File: src/rtl/fact_unit_pkg.sv
// Shared definitions for the factorial engine.
// FSM encodings and the default datapath width.
package fact_unit_pkg;

  localparam int DATA_W_DEF = 16;

  typedef enum logic [1:0] {
    IDLE = 2'd0,
    CALC = 2'd1,
    DONE = 2'd2
  } state_t;

endpackage

File: src/rtl/fact_unit_mul.sv
// One multiply step of the factorial loop.
// Returns the truncated product and whether the upper half is nonzero.
module fact_mul
  import fact_unit_pkg::*;
#(
  parameter int DATA_W = DATA_W_DEF
) (
  input  logic [DATA_W-1:0] a,
  input  logic [DATA_W-1:0] b,
  output logic [DATA_W-1:0] lo,
  output logic              ovf
);

  logic [2*DATA_W-1:0] prod;

  assign prod = a * b;
  assign lo   = prod[DATA_W-1:0];
  assign ovf  = |prod[2*DATA_W-1:DATA_W];

endmodule

File: src/rtl/fact_unit.sv
// Iterative factorial engine with a 4-phase FACT/FACT_END handshake.
// FACT_EARLY_OVF_EN: saturate and finish on the first overflowing step.
module fact_unit
  import fact_unit_pkg::*;
#(
  parameter int DATA_W = DATA_W_DEF
) (
  input  logic              CLK,
  input  logic              RST,
  input  logic              FACT,
  input  logic [DATA_W-1:0] OPERAND,
  output logic [DATA_W-1:0] RESULT,
  output logic              FACT_END,
  output logic              BUSY,
  output logic              OVF
);

  state_t            state;
  logic [DATA_W-1:0] acc;
  logic [DATA_W-1:0] cnt;
  logic              ovf_int;
  logic [DATA_W-1:0] prod_lo;
  logic              prod_ovf;

  fact_mul #(.DATA_W(DATA_W)) u_mul (
    .a   (acc),
    .b   (cnt),
    .lo  (prod_lo),
    .ovf (prod_ovf)
  );

  always_ff @(posedge CLK or negedge RST) begin
    if (!RST) begin
      state    <= IDLE;
      RESULT   <= '0;
      FACT_END <= 1'b0;
      BUSY     <= 1'b0;
      OVF      <= 1'b0;
      acc      <= '0;
      cnt      <= '0;
      ovf_int  <= 1'b0;
    end else begin
      unique case (state)
        IDLE: begin
          if (FACT) begin
            state   <= CALC;
            BUSY    <= 1'b1;
            acc     <= DATA_W'(1);
            cnt     <= OPERAND;
            ovf_int <= 1'b0;
          end
        end
        CALC: begin
          // FACT dropping mid-run is an abort: outputs keep old values
          if (!FACT) begin
            state <= IDLE;
            BUSY  <= 1'b0;
          end else if (cnt <= DATA_W'(1)) begin
            state    <= DONE;
            RESULT   <= acc;
            OVF      <= ovf_int;
            FACT_END <= 1'b1;
`ifdef FACT_EARLY_OVF_EN
          end else if (prod_ovf) begin
            state    <= DONE;
            RESULT   <= '1;
            OVF      <= 1'b1;
            FACT_END <= 1'b1;
`endif
          end else begin
            acc     <= prod_lo;
            cnt     <= cnt - DATA_W'(1);
            ovf_int <= ovf_int | prod_ovf;
          end
        end
        DONE: begin
          if (!FACT) begin
            state    <= IDLE;
            FACT_END <= 1'b0;
            BUSY     <= 1'b0;
          end
        end
        default: begin
          state    <= IDLE;
          FACT_END <= 1'b0;
          BUSY     <= 1'b0;
        end
      endcase
    end
  end

endmodule

File: config.mk
export PLATFORM = sky130hd
export DESIGN_NAME = fact_unit
export DESIGN_NICKNAME = d
export VERILOG_FILES = /design/src/rtl/fact_unit_pkg.sv /design/src/rtl/fact_unit_mul.sv /design/src/rtl/fact_unit.sv
export SDC_FILE = /design/constraint.sdc
export NUM_CORES = 1
export LEC_CHECK = 0
export BUFFER_PORTS_ARGS = -buffer_cell sky130_fd_sc_hd__buf_2
export CORE_ASPECT_RATIO = 1.5
export CORE_MARGIN = 2
export CORE_UTILIZATION = 25
export DETAILED_ROUTE_END_ITERATION = 12
export HOLD_SLACK_MARGIN = 0.08
export PLACE_DENSITY = 0.48
export SLEW_MARGIN = 20
export SYNTH_ARGS = -nofsm -noshare
export SYNTH_HDL_FRONTEND = slang
export SYNTH_HIERARCHICAL = 1
export SYNTH_SLANG_ARGS = --single-unit
File: constraint.sdc
create_clock -name CLK -period 6.2 [get_ports CLK]
set_input_delay 0.93 -clock CLK [delete_from_list [all_inputs] [get_ports CLK]]
set_output_delay 0.93 -clock CLK [all_outputs]
set_load 0.005 [all_outputs]
Word-level counts from Yosys, hierarchy flattened
Index checks and enable logic that the tools add are counted.

Register bits after elaboration: 54. Input bits: 19.

Multipliers: 1. Mux-type cells: 23. Add/sub/neg operators: 1. Bitwise logic cells: 2. $lt $le $gt $ge: 1. Reductions and logical operators: 9. Equality and inequality tests: 9.

Operator list (number): 16-bit 2-to-1 mux (6); 16-bit one-hot mux with 2 select lines (2); 16-bit by 16-bit multiplier with 32-bit output (1); 16-bit by 1-bit <= comparator with 1-bit output, second input constant (1); 16-bit OR reduction (1); 16-bit by 1-bit subtractor with 16-bit output, second input constant (1); 2-bit != test, second input constant (6); 2-bit 2-to-1 mux (4); 4-bit AND reduction (2); 1-bit 2-to-1 mux (7); 2-bit one-hot mux with 3 select lines (1); 3-bit AND reduction (2); 1-bit one-hot mux with 2 select lines (2); 3-bit != test, second input constant (1); 1-bit one-hot mux with 3 select lines (1); 2-bit by 1-bit equality test with 1-bit output, second input constant (1); 2-bit equality test, second input constant (1); 2-bit zero test (1); 2-bit AND reduction (1); 2-bit nonzero test (1); 2-bit OR reduction (1); 1-bit NOT (1); 1-bit bitwise OR (1).

Logic depth before layout (Yosys ltp)
Depth in word-level cells: 6. Gate-level depth with buffers: 26. Depth with buffers taken out: 25.

Hierarchy
Netlist, hierarchy kept.

By module, submodules not included: fact_mul (instances 1, cells an instance 978, seq. area each 0.0 sq um, area an instance 8505.7 sq um); fact_unit (instances 1, cells an instance 282, seq. area each 1351.3 sq um, area an instance 2934.1 sq um).

Worst setup path before layout
No wires, ideal clock.

Path kind: reg2reg. From: register cnt[3]. To: register ovf_int. Arrival time: 6425 ps. Stages on the path, launching flop included: 25. Setup time: 121 ps. Clock period less this slack: 6546 ps. Required time: 6079 ps. Path buffers: 2. Setup slack: -346 ps. Path through: dfrtp_1 clkbuf_1 nand2_1 fa_1 fa_1 inv_1 fa_1 inv_1 fa_1 fa_1 fa_1 inv_1 ha_1 clkbuf_1 and4_1 nand2_1 a2bb2oi_1 a2111oi_0 or4_1 nor4_2 o2111ai_1 nor4_2 o2111ai_1 a31oi_1 nor2_1.

Longest elaborated chain between the ends: 6. Elaborated cells on any way between the ends: 9.

Ends and longest elaborated chain: start: declaration (RTL line fact_unit.sv:20) `logic [DATA_W-1:0] cnt;`; start signal: assignment (RTL line fact_unit.sv:72) `cnt <= cnt - DATA_W'(1);`; 16-bit by 16-bit multiplier with 32-bit output (RTL line fact_unit_mul.sv:16) `assign prod = a * b;`; 16-bit OR reduction (RTL line fact_unit_mul.sv:18) `assign ovf = |prod[2*DATA_W-1:DATA_W];`; net prod_ovf (RTL line fact_unit.sv:23) `logic prod_ovf;`; 1-bit bitwise OR (RTL line fact_unit.sv:73) `ovf_int <= ovf_int | prod_ovf;`; 1-bit 2-to-1 mux (RTL line fact_unit.sv:58) `end else if (cnt <= DATA_W'(1)) begin`; 1-bit 2-to-1 mux (RTL line fact_unit.sv:55) `if (!FACT) begin`; 1-bit one-hot mux with 2 select lines (RTL line fact_unit.sv:43) `unique case (state)`; end signal: assignment (RTL line fact_unit.sv:73); end: declaration (RTL line fact_unit.sv:21) `logic ovf_int;`.

The timed path passes the listed nets, and every way through them passes these cells. The select of a mux whose other input is x is not followed. A chain may end at the register's enable or synchronous reset.

Worst setup path after layout
From: register cnt[4]. To: register ovf_int.

Same word-level chain as after synthesis.

==> reports/qor.csv <==
metric;value;unit
flops & latches, synth;54;
critical path buffer and inverter count;5;
final critical-path share of the clock period;103;%
met3 Use GR;1.16;%
DR WL/cell;17.3;um
vias in the first global route;10100;
cell taking the most area after synthesis;fa_1;
Final min period;6.36;ns
Setup-failing EPs final;1;
Bufs on Longest Clock Path;2;
DR pass1 iterations;5;
Seq/Total Area, Yosys;11.8;%
Post-Syn Nets;1582;
CTS root buf;clkbuf_16;
CTS tree;done;
max-slew violations;0;
Final Hold Viols;0;
met2 Use GR;29.6;%
Die W;179;um
Crit path max-delay family;adder cells;
GP Congestion;0.866;
skew final;0.0156;ns
synthesized area per cell;9.08;um^2
DRC violations left;0;
CP arrival;6.54;ns
Skew-Pair Late Insertion Delay;0.32;ns
number of synthesized flops with an enable pin;0;
met1 usage;17.1;%
H-tree levels;2;
Reg clk slew, reported paths;0.08;ns
# diodes;0;
GRT overflow;0;
worst-path cell chain;buf_12 > and2_1 > fa_1 > inv_1 > fa_1 > inv_1 > fa_1 > inv_1 > fa_1 > inv_1 > fa_1 > fa_1 > ha_4 > a21oi_4 > a2bb2oi_4 > a2111oi_0 > or4_1 > nor4_2 > o2111ai_1 > nor4_2 > o2111ai_1 > a31oi_1 > nor2_1;
Die ar.;0.0475;mm^2
synth warn;6;
CP max FO;16;
Post-Syn Instances;1260;
grt peak-use layer;met2;
Post-synth top flop;dfrtp_1;
CP Class;reg2reg;
initial antenna violation count;0;
IO Port Bufs;37;
die height;266;um
first-pass GRT wire length;55900;um
Area growth syn-to-layout;23.6;%
vias after detailed routing;9478;
antenna viol nets, final;0;
Cell Rows;96;
Yosys top cell area share;33.9;%
Least-Margin Pin Slew;1.09;ns
status;complete, but fails checks;
Slowest-stage cell, CP;fa_1;
layout cells sized above 1;22.7;%
RSZ-0062 raised after global routing;true;
Hold-fix buffers, CTS;0;
largest net degree at the start of global routing;55;
Post-Route WL;35100;um
HPWL after DPL;28400;um
Hold WC Path Type;reg2reg;
I/O Pins;38;
Mapped Area;0.0114;mm^2
crit start category;flop;
Core Box Area;0.0455;mm^2
GRT Total Usage;15.3;%
Post-synth ARST share;100;%
CP peak stage delay;0.54;ns
relative slew slack;27.5;%
failing checks;setup timing;
DR vias/cell;4.67;
Fmax;0.157;GHz
Area contributors post-synth;fa_1 (34%), ha_1 (12%), dfrtp_1 (12%);
CP dominant cell by count;fa_1;
number of distinct library cells after synthesis;76;
Final WS setup;-0.161;ns
CP Capture Type;flop;
WHS;0.513;ns
CTS Buf Count;5;
clock sinks;54;
final net count;1764;
Critical Path RT;6.38;ns
Max Cap Violations;0;
initial DRC count;465;
starting density of the core;25.1;%
[worst register-to-register path, delay by kind of cell (launching register included)]
kind	cells	cell delay (ns)
adder cells (fa/ha/maj)	7	3.31
AND/OR/NAND/NOR	5	1.13
AO/OA/AOI/OAI	6	1.02
buffers and inverters	5	0.38
flip-flops	1	0.41
[cells by family (layout without fill, tap and decap cells)]
logic type,Yosys count,after routing,synth area share [%]
AND/OR/NAND/NOR,419,419,18.8
adder cells (fa/ha/maj),303,303,45.9
buffers and inverters,261,444,9.12
multiplexers,19,19,2.20
flip-flops,54,54,11.8
AO/OA/AOI/OAI,182,182,10.5
XOR/XNOR,22,22,1.68
[cell type report]
class                      instances  area, um^2
multi-input combinational        945        9300
fill                            4737       31400
clock inverter                     3        26.3
tap                              588         736
inverter                         201         754
timing repair buffer             235        1830
clock buffer                       5         125
sequential                        54        1370
[synth_stat cells (10+ instances only)]
| library cell | number |
|---|---|
| a21oi_1 | 40 |
| a22oi_1 | 19 |
| a31oi_1 | 11 |
| and2_1 | 116 |
| clkbuf_1 | 47 |
| dfrtp_1 | 54 |
| fa_1 | 194 |
| ha_1 | 109 |
| inv_1 | 201 |
| mux2_4 | 10 |
| nand2_1 | 196 |
| nand3_1 | 13 |
| nor2_1 | 29 |
| o21ai_0 | 37 |
| xnor2_1 | 12 |
| xor2_1 | 10 |
[cells in the final DEF, fill, tap and decap left out, types with 11 or more instances in the layout]
cell type  Yosys  routed
inv_1        201     201
nand2_1      196     196
fa_1         194     191
buf_4          1     184
and2_1       116     116
ha_1         109     102
dfrtp_1       54      38
buf_2          5      37
a21oi_1       40      35
o21ai_0       37      31
nor2_1        29      27
a22oi_1       19      19
dfrtp_2        0      16
buf_12         1      12
xnor2_1       12      12
nand3_1       13      11
[worst paths after layout]
path,from,end,slack [ns],depth (start not counted)
max,cnt[4],ovf_int,-0.16,23
min,RESULT[12],RESULT[12],0.51,1
max reg2reg,cnt[4],ovf_int,-0.16,23
min reg2reg,RESULT[12],RESULT[12],0.51,1
max in group asynchronous,RST,cnt[1],4.81,2
min in group asynchronous,RST,RESULT[5],0.76,2
[layer usage]
| metal | part of all wire, % | up-vias |
|---|---|---|
| met5 | 0 | - |
| met4 | 4.4 | 0 |
| met3 | 1.9 | 57 |
| met2 | 56 | 163 |
| met1 | 37 | 4838 |
| li1 | - | 4420 |
[sequential cells by signal, summed over array words and instances (netlist names)]
register	flops
OVF	1
acc	16
RESULT	16
BUSY	1
ovf_int	1
FACT_END	1
state	2
cnt	16
[stage by stage]
step	setup TNS, ns	area (um^2)	setup WS, ns	cells	util (%)
after detailed placement	-0.627	13600	-0.627	2004	29.8
after CTS	-0.309	14000	-0.309	2023	30.7
after global placement	-0.520	13600	-0.520	2004	29.8
after global routing	-0.468	14100	-0.468	2031	31.1
final	-0.161	14100	-0.161	2031	31.1
after floorplan	-0.0473	11500	-0.0473	1260	-
[timing repair]
action / 4_1_cts / 5_1_grt
pin swaps: 22 / 12
gates resized for setup: 33 / 24
buffers inserted: 11 / 8
endpoints found under the setup margin: 1 / 1
Power is left out: the tool's default activity adds up to more than one toggle a clock period on the data nets, which glitch-free logic cannot reach.
